`src/rtl/powlib_dpram_rdstream.sv`:
```
// powlib_dpram_rdstream
// Burst read-out engine for powlib_dpram. Accepts a (start index, length-1)
// request, walks the RAM's combinational read port with index wrap at D-1,
// and streams the words out over a valid/ready interface with a last marker.
// Optional feature: define POWLIB_DPRAM_RDSTREAM_ABORT_EN to let the abort
// input cancel an in-progress burst; otherwise abort is ignored.
module powlib_dpram_rdstream #(
  parameter int W    = 16,
  parameter int D    = 8,
  parameter int WIDX = (D > 1) ? $clog2(D) : 1
) (
  input  logic            clk,
  input  logic            rst,
  input  logic            reqvld,
  output logic            reqrdy,
  input  logic [WIDX-1:0] reqidx,
  input  logic [WIDX-1:0] reqlen,
  output logic [WIDX-1:0] rdidx,
  input  logic [W-1:0]    rddata,
  output logic [W-1:0]    outdata,
  output logic            outvld,
  input  logic            outrdy,
  output logic            outlast,
  output logic            busy,
  input  logic            abort
);

  typedef enum logic [1:0] {
    IDLE,
    READ,
    DRAIN
  } state_t;

  localparam logic [WIDX-1:0] LAST_IDX = WIDX'(D - 1);

  state_t          state;
  logic [WIDX-1:0] cur;
  logic [WIDX-1:0] rem;
  logic            load;
  logic            handshake;
  logic            abort_hit;

  // The output register may take a new word when it is empty or being drained
  assign load      = (state == READ) && (!outvld || outrdy);
  assign handshake = outvld && outrdy;

`ifdef POWLIB_DPRAM_RDSTREAM_ABORT_EN
  assign abort_hit = abort && (state != IDLE);
`else
  logic unused_abort;
  assign unused_abort = abort;
  assign abort_hit    = 1'b0;
`endif

  // Burst sequencer: index/remaining-count tracking and the output register
  always_ff @(posedge clk or negedge rst) begin
    if (!rst) begin
      state   <= IDLE;
      cur     <= '0;
      rem     <= '0;
      outdata <= '0;
      outvld  <= 1'b0;
      outlast <= 1'b0;
    end else if (abort_hit) begin
      // A coinciding handshake is simply treated as consumed; the burst ends.
      state   <= IDLE;
      outvld  <= 1'b0;
      outlast <= 1'b0;
    end else begin
      case (state)
        IDLE: begin
          if (reqvld) begin
            cur   <= reqidx;
            rem   <= reqlen;
            state <= READ;
          end
        end
        READ: begin
          if (load) begin
            outdata <= rddata;
            outvld  <= 1'b1;
            outlast <= (rem == '0);
            if (rem != '0) begin
              cur <= (cur == LAST_IDX) ? '0 : cur + 1'b1;
              rem <= rem - 1'b1;
            end else begin
              state <= DRAIN;
            end
          end
        end
        DRAIN: begin
          if (handshake) begin
            outvld  <= 1'b0;
            outlast <= 1'b0;
            state   <= IDLE;
          end
        end
        default: state <= IDLE;
      endcase
    end
  end

  // The read index tracks cur, which only moves on accepts and loads
  assign rdidx  = cur;
  assign reqrdy = (state == IDLE);
  assign busy   = (state != IDLE);

endmodule
```
`config.mk`:
```
export PLATFORM = sky130hd
export DESIGN_NAME = powlib_dpram_rdstream
export DESIGN_NICKNAME = d
export VERILOG_FILES = /design/src/rtl/powlib_dpram_rdstream.sv
export SDC_FILE = /design/constraint.sdc
export NUM_CORES = 1
export LEC_CHECK = 0
export ABC_AREA = 1
export BUFFER_PORTS_ARGS = -buffer_cell sky130_fd_sc_hd__buf_2
export CORE_UTILIZATION = 51
export DETAILED_ROUTE_END_ITERATION = 8
export HOLD_SLACK_MARGIN = 0.15
export MAX_ROUTING_LAYER = met4
export PLACE_DENSITY_LB_ADDON = 0.08
export SLEW_MARGIN = 20
export SYNTH_ARGS = -nofsm -noshare
export SYNTH_HDL_FRONTEND = slang
export SYNTH_SLANG_ARGS = --single-unit
```
`constraint.sdc`:
```
create_clock -name clk -period 1.8 [get_ports clk]
set_input_delay 0.36 -clock clk [delete_from_list [all_inputs] [get_ports clk]]
set_output_delay 0.36 -clock clk [all_outputs]
set_load 0.02 [all_outputs]
```
* Word level (Yosys, flattened, before mapping)
Index checks and enable logic that the tools add are counted.
W data, S select, Z words.
** Word-level totals
- Register bits :: 26
- Logic and storage cells :: 49
- Input bits :: 27
- Output and inout port bits :: 23
** Cells by class
- Eq/ne operators :: 8
- Mux-type cells :: 19
- Add/sub/neg operators :: 2
- Reduce and logical (&&, ||, !) cells :: 14
** Operator list (number)
- $mux W3 :: 7
- $pmux W3 S2 :: 2
- $mux W2 :: 4
- $ne A2 B2 Y1 const B :: 4
- $reduce_and A4 Y1 :: 2
- $pmux W2 S3 :: 1
- $reduce_bool A2 Y1 :: 3
- $pmux W1 S2 :: 2
- $add A3 B1 Y3 const B :: 1
- $eq A3 B3 Y1 const B :: 1
- $logic_not A3 Y1 :: 1
- $mux W1 :: 3
- $reduce_and A3 Y1 :: 1
- $reduce_bool A3 Y1 :: 1
- $sub A3 B1 Y3 const B :: 1
- $eq A2 B1 Y1 const B :: 1
- $eq A2 B2 Y1 const B :: 1
- $logic_and A1 B1 Y1 :: 2
- $logic_not A2 Y1 :: 1
- $ne A2 B1 Y1 const B :: 1
- $reduce_and A2 Y1 :: 1
- $logic_not A1 Y1 :: 1
- $logic_or A1 B1 Y1 :: 1

* Longest topological paths before layout
Gate-level depths: netlist of the first run.
- Depth after elaboration :: 5
- Mapped depth :: 9
- Gate-level depth less buffers :: 9

* Worst setup path after synthesis of the first run
OpenSTA, ideal clock, no wires.
- Path kind :: register to register
- Start :: reg cur[0] (netlist: rdidx[0])
- End :: reg cur[1] (netlist: rdidx[1])
- Period minus slack after synthesis :: 1.253 ns
- Setup time :: 0.065 ns
- Cell stages (with the launch flop) :: 8
- Path slack :: 0.547 ns
- Path buffers :: 0
- Data required time :: 1.735 ns
- Arrival :: 1.188 ns
- Cell sequence :: dfrtp_1 ha_1 ha_1 inv_1 nand2_1 o21ai_0 nand2_1 nand2_1
** Between the ends
- Word-level cells in the longest chain between the ends :: 5
- Elaborated cells between the ends (all ways) :: 6
- Classes of those cells :: add/sub: 1; eq/ne: 1; mux: 4
** RTL lines
- start: declaration :: line 37 : logic [WIDX-1:0] cur;
- start signal: assignment :: line 73 : cur <= reqidx;
- start signal: assignment :: line 84 : cur <= (cur == LAST_IDX) ? '0 : cur + 1'b1;
- $add A3 B1 Y3 / $eq A3 B3 Y1 (equally long branches) :: line 84
- $mux W3 (*) :: line 84
- $mux W3 (*) :: line 83 : if (rem != '0) begin
- $mux W3 (*) :: line 79 : if (load) begin
- $pmux W3 S2 (*) :: line 70 : case (state)
Mark *: on every way between the ends. The rest lies on a longest branch, timed or not. The select of a mux whose other input is x is not followed.
A chain may end at the register's enable or synchronous reset.

* Worst setup path after layout of the first run
- Start :: reg state[1]
- End :: out busy
** Between the ends
- Word-level cells in the longest chain between the ends :: 1
** RTL lines
- start: declaration :: line 36 : state_t state;
- start signal: assignment :: line 58 : state <= IDLE;
- start signal: assignment :: line 66 : state <= IDLE;
- start signal: assignment :: line 75 : state <= READ;
- $reduce_bool A2 Y1 :: line 106 : assign busy = (state != IDLE);
- end: declaration :: line 24 : output logic busy,
Every way passes these cells.

==> results of run 1 <==
==> power breakdown <==
part | leakage, nW | internal, mW | total, mW | switching (mW)
clock | 0.0138 | 0.0782 | 0.234 | 0.156
combinational | 0.613 | 0.520 | 1.55 | 1.03
sequential | 0.319 | 0.867 | 1.05 | 0.183
==> cells by family (layout without fill, tap and decap cells) <==
group	count (synthesis)	count (layout)	synth area share (%)
buffers and inverters	13	63	4.72
flip-flops	26	26	52.2
AND/OR/NAND/NOR	113	113	36.8
adder cells (fa/ha/maj)	4	4	4.02
AO/OA/AOI/OAI	5	5	2.21
==> area by class of cell <==
cell class | count | area, sq um
Clock buffer | 3 | 22.5
Fill cell | 212 | 717
Inverter | 11 | 42.5
Multi-Input combinational cell | 122 | 537
Sequential cell | 26 | 651
Tap cell | 28 | 35.0
Timing Repair Buffer | 49 | 250
==> critical path, cell delays in order, from the launching register on <==
cell and delay, ns:
dfrtp_1 0.52, inv_2 0.07, nand2_1 0.12, buf_2 0.18
==> layout by cell type, fill, tap and decap left out <==
cell and n:
nand2_1 96, buf_2 48, dfrtp_1 26, inv_1 8
nor2_1 5, nand3_1 4, o21ai_0 4, ha_1 4
nor2_2 3, clkbuf_4 3, inv_2 2, nand2_2 2
nor2_4 1, nand2_4 1, clkinv_2 1, o21bai_1 1
nand4_1 1, dlygate4sd3_1 1
==> per-layer routing <==
| layer | GRT usage [%] | vias up |
|---|---|---|
| met3 | 3.87 | 4 |
| met4 | 5.86 | 0 |
| met2 | 35.5 | 30 |
| met5 | - | - |
| met1 | 23.6 | 486 |
| li1 | - | 592 |
==> cell usage after synthesis, drive strengths merged <==
| master | n | area [sq um] |
|---|---|---|
| inv | 10 | 37.5 |
| nor2 | 9 | 48.8 |
| o21ai | 4 | 20.0 |
| clkinv | 1 | 5.00 |
| nand3 | 4 | 20.0 |
| buf | 2 | 16.3 |
| o21bai | 1 | 7.51 |
| nand4 | 1 | 6.26 |
| ha | 4 | 50.1 |
| nand2 | 99 | 384 |
| dfrtp | 26 | 651 |
==> stage by stage <==
stage               cells  instance area (sq um)
floorplan             161                   1250
global placement      235                   1510
detailed placement    235                   1510
CTS                   239                   1540
global route          239                   1540
finish                239                   1540
==> state kept, by name (all words and copies together), names as in the netlist <==
name and cells:
outlast 1, rem 3, rdidx 3, outdata 16
outvld 1, state 2
==> final timing paths <==
kind,to,slack (ns)
min reg2reg,outdata[0],0.49
max,busy,0.24
min in group asynchronous,state[0],0.56
max reg2reg,outdata[15],0.44
max in group asynchronous,outdata[10],0.87
min,outdata[0],0.23
==> results_dict.tcl, run 1 <==
set metrics [dict create \
    place_ws_ns 0.421 \
    synthDistinctLibCells 17 \
    tns_ns 0 \
    worstMarginPinSlew_ns 0.575 \
    die_x_microns 51.4 \
    min_from "rddata[0]" \
    synth_seq_area_share_pct 52.2 \
    max-cap-violations 0 \
    outcome "complete, no violations" \
    cts_tree "built" \
    r2r_cells 6 \
    irDropWorstVdd_mv 1.27 \
    fin_nets 244 \
    drive_gt1_share_pct 28.9 \
    period_needed_ns 1.56 \
    hp-class "in2reg" \
    fmax_ghz 0.641 \
    area_growth_pct 23.4 \
    diodes 0 \
    finalCritPeriodShare_pct 86.7 \
    min_path_cells 3 \
    slew_viol_final 0 \
    wl_mm 2.38 \
    cts_resized 0 \
    wl_met2_mm 1.12 \
    grt_pass1_wl_mm 3.93 \
    cts.sinks 26 \
    via_per_inst 4.65 \
    fin_ws_ns 0.240 \
    synth-seq-cells 26 \
    hpwl_mm 1.73 \
    leakage_nw 0.946 \
    grt_max_degree 27 \
    grt_pass1_vias 999 \
    timing.rr.start "state[0]" \
    wl_met1_mm 1.14 \
    startpoint_type "register" \
    p_per_area_nw_per_um2 1850 \
    postCtsSetupRepairBufs 0 \
    power.total_mw 2.84 \
    slew_headroom_pct 61.7 \
    initial_utilization_pct 55.3 \
    critPathKind "reg2out" \
    track_usage_pct 20.3 \
    gp_routability_congestion 0.808 \
    clk_pin_slew_ns 0.13 \
    final.setup_skew_ns 0.00139 \
    setup_viol 0 \
    pin_count 50 \
    drt_iter0_drc 17 \
    cts-hold-fix-buffers 1 \
    drc 0 \
    first_pass_iters 4 \
    rows 17 \
    route.vias.total 1112 \
    clock_path_buffers 2 \
    syn_area_per_cell_sq_um 7.74 \
    insertion_delay_ns 0.31 \
    coreArea_sq_um 2250 \
    worstPathArrival_ns 1.20 \
    grt_overflow 0 \
    grt_antenna_before_repair 0 \
    worstPathMaxFanout 6 \
    place.port_buffers 48 \
    worstPathRequired_ns 1.44 \
    dr.max_layer_used "met4" \
    numCtsBuffers 3 \
    syn_area_sq_um 1250 \
    critPathLaunch "state[1]" \
    die_area_sq_um 2650 \
    hold_ws_ns 0.233 \
    hold_violations 0 \
    antenna_left 0 \
    wl_per_cell_microns 9.97 \
    syn-num-nets 192 \
    yosysWarnings 0 \
    htreeDepth 1 \
    rsz0062_at_grt "no" \
    die_h_microns 51.4 \
    ctsRootBufferMaster "clkbuf_4" \
    final_util_pct 68.2 \
    wl_met3_microns 99 \
    endpoint_kind "primary output" \
    postSynthCellCount 161 \
]
No activity file was read; power rests on OpenSTA's default activity.
==> run 2, diff against run 1 <==
--- a/config.mk
+++ b/config.mk
@@ -7,6 +7,7 @@
 export LEC_CHECK = 0
 export ABC_AREA = 1
 export BUFFER_PORTS_ARGS = -buffer_cell sky130_fd_sc_hd__buf_2
+export CORE_MARGIN = 1.5
 export CORE_UTILIZATION = 51
 export DETAILED_ROUTE_END_ITERATION = 8
 export HOLD_SLACK_MARGIN = 0.15
==> run 2 against run 1 <==
Effect of this change:
- final area did not move
- final cell count unchanged
- first-iteration DRC count increased by 18%
- register-to-register slack is essentially flat
- setup slack got worse by 0.013 ns
- sequential share of layout area did not move
- combinational power about the same
- critical path type unchanged
- highest routed layer unchanged
==> results_dict.tcl, run 2 (synthesis gave the netlist of run 1 again) <==
set metrics [dict create \
    first_pass_iters 4 \
    max-cap-violations 0 \
    mostFrequentLayoutCell "nand2_1" \
    final_cell_count_no_fill 239 \
    min_path_cells 3 \
    p_comb_share_pct 55.1 \
    crit_chain "nor2_1 > buf_2" \
    drt_iter0_drc 20 \
    wl_met2_mm 1.31 \
    r2r_cells 6 \
    track_usage_pct 22.2 \
    pin_count 50 \
    htreeDepth 1 \
    route.vias.total 1139 \
    seq_power_share_pct 36.7 \
    irDropWorstVdd_mv 1.26 \
    worstPathArrival_ns 1.21 \
    setup_viol 0 \
    rows 17 \
    regMostFlops "outdata" \
    cts_resized 0 \
    antenna_left 0 \
    netSwitchingPower_mw 1.40 \
    slew_headroom_pct 61.5 \
    p_sw_share_pct 48.8 \
    fin_nets 244 \
    startpoint_type "register" \
    clock_path_buffers 2 \
    clk_pin_slew_ns 0.13 \
    area_growth_pct 23.4 \
    die_x_microns 52.4 \
    dr.max_layer_used "met4" \
    rsz0062_at_grt "no" \
    drive_gt1_share_pct 28.9 \
    grt_overflow 0 \
    ctsRootBufferMaster "clkbuf_4" \
    via_per_inst 4.77 \
    worstPathMaxFanout 6 \
    cts_tree "built" \
    die_area_sq_um 2750 \
    outcome "complete, no violations" \
    path_buf_inv 1 \
    cts.sinks 26 \
    wl_met1_mm 1.14 \
    dpl.cell_count 235 \
    critPathKind "reg2out" \
    grt_pass1_vias 1071 \
    endpoint_kind "primary output" \
    grt_antenna_before_repair 0 \
    hpwl_mm 1.91 \
    wl_per_cell_microns 10.9 \
    fmax_ghz 0.636 \
    hold_violations 0 \
    final_cell_mix "nand2_1 (96), buf_2 (48), dfrtp_1 (26), inv_1 (8), nor2_1 (5)" \
    initial_utilization_pct 55.3 \
    clkPwrFrac_pct 8.2 \
    slew_viol_final 0 \
    worstPathRequired_ns 1.44 \
    tns_ns 0 \
    cp_num_cells 2 \
    grt_max_degree 27 \
    die_h_microns 52.4 \
    crit_family "flip-flops" \
    max_stage_delay_ns 0.49 \
    gp_routability_congestion 0.738 \
    hp-class "in2reg" \
    wl_met3_microns 122 \
    slowest_stage "dfrtp_1" \
    p_per_area_nw_per_um2 1860 \
    coreArea_sq_um 2250 \
    finalCritPeriodShare_pct 87.4 \
    period_needed_ns 1.57 \
    leakage_nw 0.946 \
    grt_pass1_wl_mm 4.36 \
    place.port_buffers 48 \
    p_int_mw 1.47 \
    drc 0 \
    wl_mm 2.60 \
    largest_reg_flops 16 \
    numCtsBuffers 3 \
    worstMarginPinSlew_ns 0.578 \
    final.setup_skew_ns 0.00108 \
    diodes 0 \
    insertion_delay_ns 0.31 \
]
-- run 2: final timing paths --
path,start,endpoint,slack (ns)
worst max-delay path,state[1],reqrdy,0.23
worst min-delay path,rddata[3],outdata[3],0.23
worst max register to register,state[0],outdata[11],0.43
worst min register to register,outdata[0],outdata[0],0.49
max in group asynchronous,rst,outdata[13],0.85
min in group asynchronous,rst,state[0],0.57
-- run 2: worst min-delay path, cell delays in order --
cell	delay (ns)
buf_2	0.07
nand2_1	0.04
nand2_1	0.04
-- run 2: repair_timing --
action / in CTS / in global routing
setup buffers: 0 / 0
hold buffers: 1 / 0
endpoints found under the hold margin: 26 / 0
-- run 2: layout make-up --
| type | count | area [sq um] |
|---|---|---|
| Sequential cell | 26 | 651 |
| Fill cell | 203 | 717 |
| Clock buffer | 3 | 22.5 |
| Timing Repair Buffer | 49 | 250 |
| Inverter | 11 | 42.5 |
| Multi-Input combinational cell | 122 | 537 |
| Tap cell | 28 | 35.0 |
-- run 2: routing by layer --
layer / track usage (%) / vias up
li1: - / 589
met1: 27.3 / 516
met2: 37.3 / 30
met3: 3.43 / 4
met4: 7.69 / 0
met5: - / -
-- run 2: metrics by stage --
step / util [%] / hold WS, ns / area, sq um / total power, mW / setup WS, ns
2_1_floorplan: - / 0.0644 / 1250 / 2.19 / 0.547
3_3_place_gp: 66.8 / 0.383 / 1510 / 2.58 / 0.471
3_5_place_dp: 66.8 / 0.398 / 1510 / 2.65 / 0.416
4_1_cts: 68.2 / 0.225 / 1540 / 2.89 / 0.222
5_1_grt: 68.2 / 0.218 / 1540 / 3.17 / 0.134
6_report: 68.2 / 0.234 / 1540 / 2.86 / 0.226
-- run 2: power groups by stage --
stage	Clock, mW	Sequential (mW)	Combinational [mW]
6_report	0.235	1.05	1.58
2_1_floorplan	0	1.33	0.859
3_5_place_dp	0	1.06	1.59
4_1_cts	0.244	1.05	1.60
5_1_grt	0.266	1.09	1.81
3_3_place_gp	0	1.05	1.53
==> run 3, diff against run 2 <==
--- a/config.mk
+++ b/config.mk
@@ -8,7 +8,7 @@
 export ABC_AREA = 1
 export BUFFER_PORTS_ARGS = -buffer_cell sky130_fd_sc_hd__buf_2
 export CORE_MARGIN = 1.5
-export CORE_UTILIZATION = 51
+export CORE_UTILIZATION = 23
 export DETAILED_ROUTE_END_ITERATION = 8
 export HOLD_SLACK_MARGIN = 0.15
 export MAX_ROUTING_LAYER = met4
==> run 3 against run 2 <==
Effect of this change:
- worst hold slack better by 0.043 ns
- first-iteration DRC count up 30%
- register-to-register slack gained 0.06 ns
- largest power group unchanged
==> results_dict.tcl, run 3 (synthesis gave the netlist of run 1 again) <==
set metrics [dict create \
    outcome "complete, no violations" \
    hold_violations 0 \
    grt.busiest_layer "met2" \
    tns_ns 0 \
    grt_antenna_before_repair 0 \
    irDropWorstVdd_mv 0.541 \
    regMostFlops "outdata" \
    fin_nets 245 \
    hpwl_mm 2.12 \
    worstMarginPinSlew_ns 0.596 \
    crit_chain "nor2_1 > buf_2" \
    initial_utilization_pct 24.1 \
    p_per_area_nw_per_um2 1850 \
    drive_gt1_share_pct 29.6 \
    max-cap-violations 0 \
    htreeDepth 1 \
    die_area_sq_um 5870 \
    via_per_inst 3.92 \
    use_met1_pct 14.3 \
    largest_reg_flops 16 \
    first_pass_iters 4 \
    worstPathMaxFanout 6 \
    grt_overflow 0 \
    crit_family "flip-flops" \
    grt_max_degree 27 \
    cts_tree "built" \
    die_x_microns 76.6 \
    grtUsageMet3_pct 2.28 \
    gp_routability_congestion 0.741 \
    antenna_left 0 \
    slew_viol_final 0 \
    fmax_ghz 0.672 \
    finalCritPeriodShare_pct 82.7 \
    endpoint_kind "primary output" \
    rsz0062_at_grt "no" \
    slowest_stage "dfrtp_1" \
    wl_mm 2.92 \
    postCtsSetupRepairBufs 0 \
    max_stage_delay_ns 0.47 \
    num-fill-cells 557 \
    insertion_delay_ns 0.27 \
    drt_iter0_drc 26 \
    area_growth_pct 30.8 \
    numCtsBuffers 3 \
    startpoint_type "register" \
    place_ws_ns 0.463 \
    worstPathArrival_ns 1.13 \
    fin_ws_ns 0.312 \
    slew_headroom_pct 60.3 \
    ctsRootBufferMaster "clkbuf_8" \
    r2r_slack_ns 0.49 \
    coreArea_sq_um 5170 \
    gr-usage-met2_pct 17.1 \
    grt_pass1_wl_mm 5.08 \
    route.vias.total 1110 \
    die_h_microns 76.6 \
    hp-class "in2reg" \
    cts_resized 0 \
    power.total_mw 3.02 \
    critPathKind "reg2out" \
    grt_pass1_vias 1087 \
    mostFrequentLayoutCell "nand2_1" \
    wl_per_cell_microns 10.3 \
    pin_count 50 \
    track_usage_pct 11.0 \
    final.setup_skew_ns 0.00896 \
    period_needed_ns 1.49 \
    worstPathRequired_ns 1.44 \
    clk_pin_slew_ns 0.10 \
    drc 0 \
    leakage_nw 0.965 \
    cts.sinks 26 \
    final_cell_mix "nand2_1 (96), buf_2 (48), dfrtp_1 (26), inv_1 (8), nor2_1 (5)" \
    setup_viol 0 \
    cts-hold-fix-buffers 1 \
    path_buf_inv 1 \
    diodes 0 \
    place.port_buffers 48 \
    clock_path_buffers 2 \
    rows 26 \
]
-- run 3: power by group --
part | switching [mW] | internal [mW] | total, mW
clock network | 0.186 | 0.195 | 0.382
registers | 0.187 | 0.869 | 1.06
logic | 1.05 | 0.531 | 1.58
total | 1.42 | 1.60 | 3.02
-- run 3: area by class of cell --
cell class | instances | area [sq um] | area share (%)
tap | 70 | 87.6 | 5.37
timing repair buffer | 50 | 258 | 15.8
sequential | 26 | 651 | 39.9
multi-input combinational | 122 | 537 | 32.9
inverter | 11 | 42.5 | 2.61
clock buffer | 4 | 55.1 | 3.38
-- run 3: worst paths after layout --
kind | start | end | depth (start not counted)
max in group asynchronous | rst | state[1] | 2
min in group asynchronous | rst | rdidx[2] | 2
max reg2reg | state[1] | rem[1] | 7
min | rddata[0] | outdata[0] | 3
min reg2reg | outdata[4] | outdata[4] | 2
max | state[1] | reqrdy | 2
-- run 3: metal layers --
| metal | share of wire, % | vias up |
|---|---|---|
| li1 | - | 591 |
| met1 | 49 | 492 |
| met2 | 46 | 25 |
| met3 | 4.6 | 2 |
| met4 | 0.75 | 0 |
| met5 | 0 | - |
-- run 3: tightest hold or removal path: cells and delay by family --
family	cells	cell delay (ns)
buffers and inverters	1	0.07
and+or+nand+nor	2	0.09
-- run 3: stage by stage --
stage / hold WS (ns) / cell area, sq um / util (%) / std cells
floorplan: 0.0644 / 1250 / - / 161
global placement: 0.414 / 1570 / 30.3 / 278
detailed placement: 0.420 / 1570 / 30.3 / 278
CTS: 0.269 / 1630 / 31.5 / 283
global route: 0.277 / 1630 / 31.5 / 283
finish: 0.278 / 1630 / 31.5 / 283
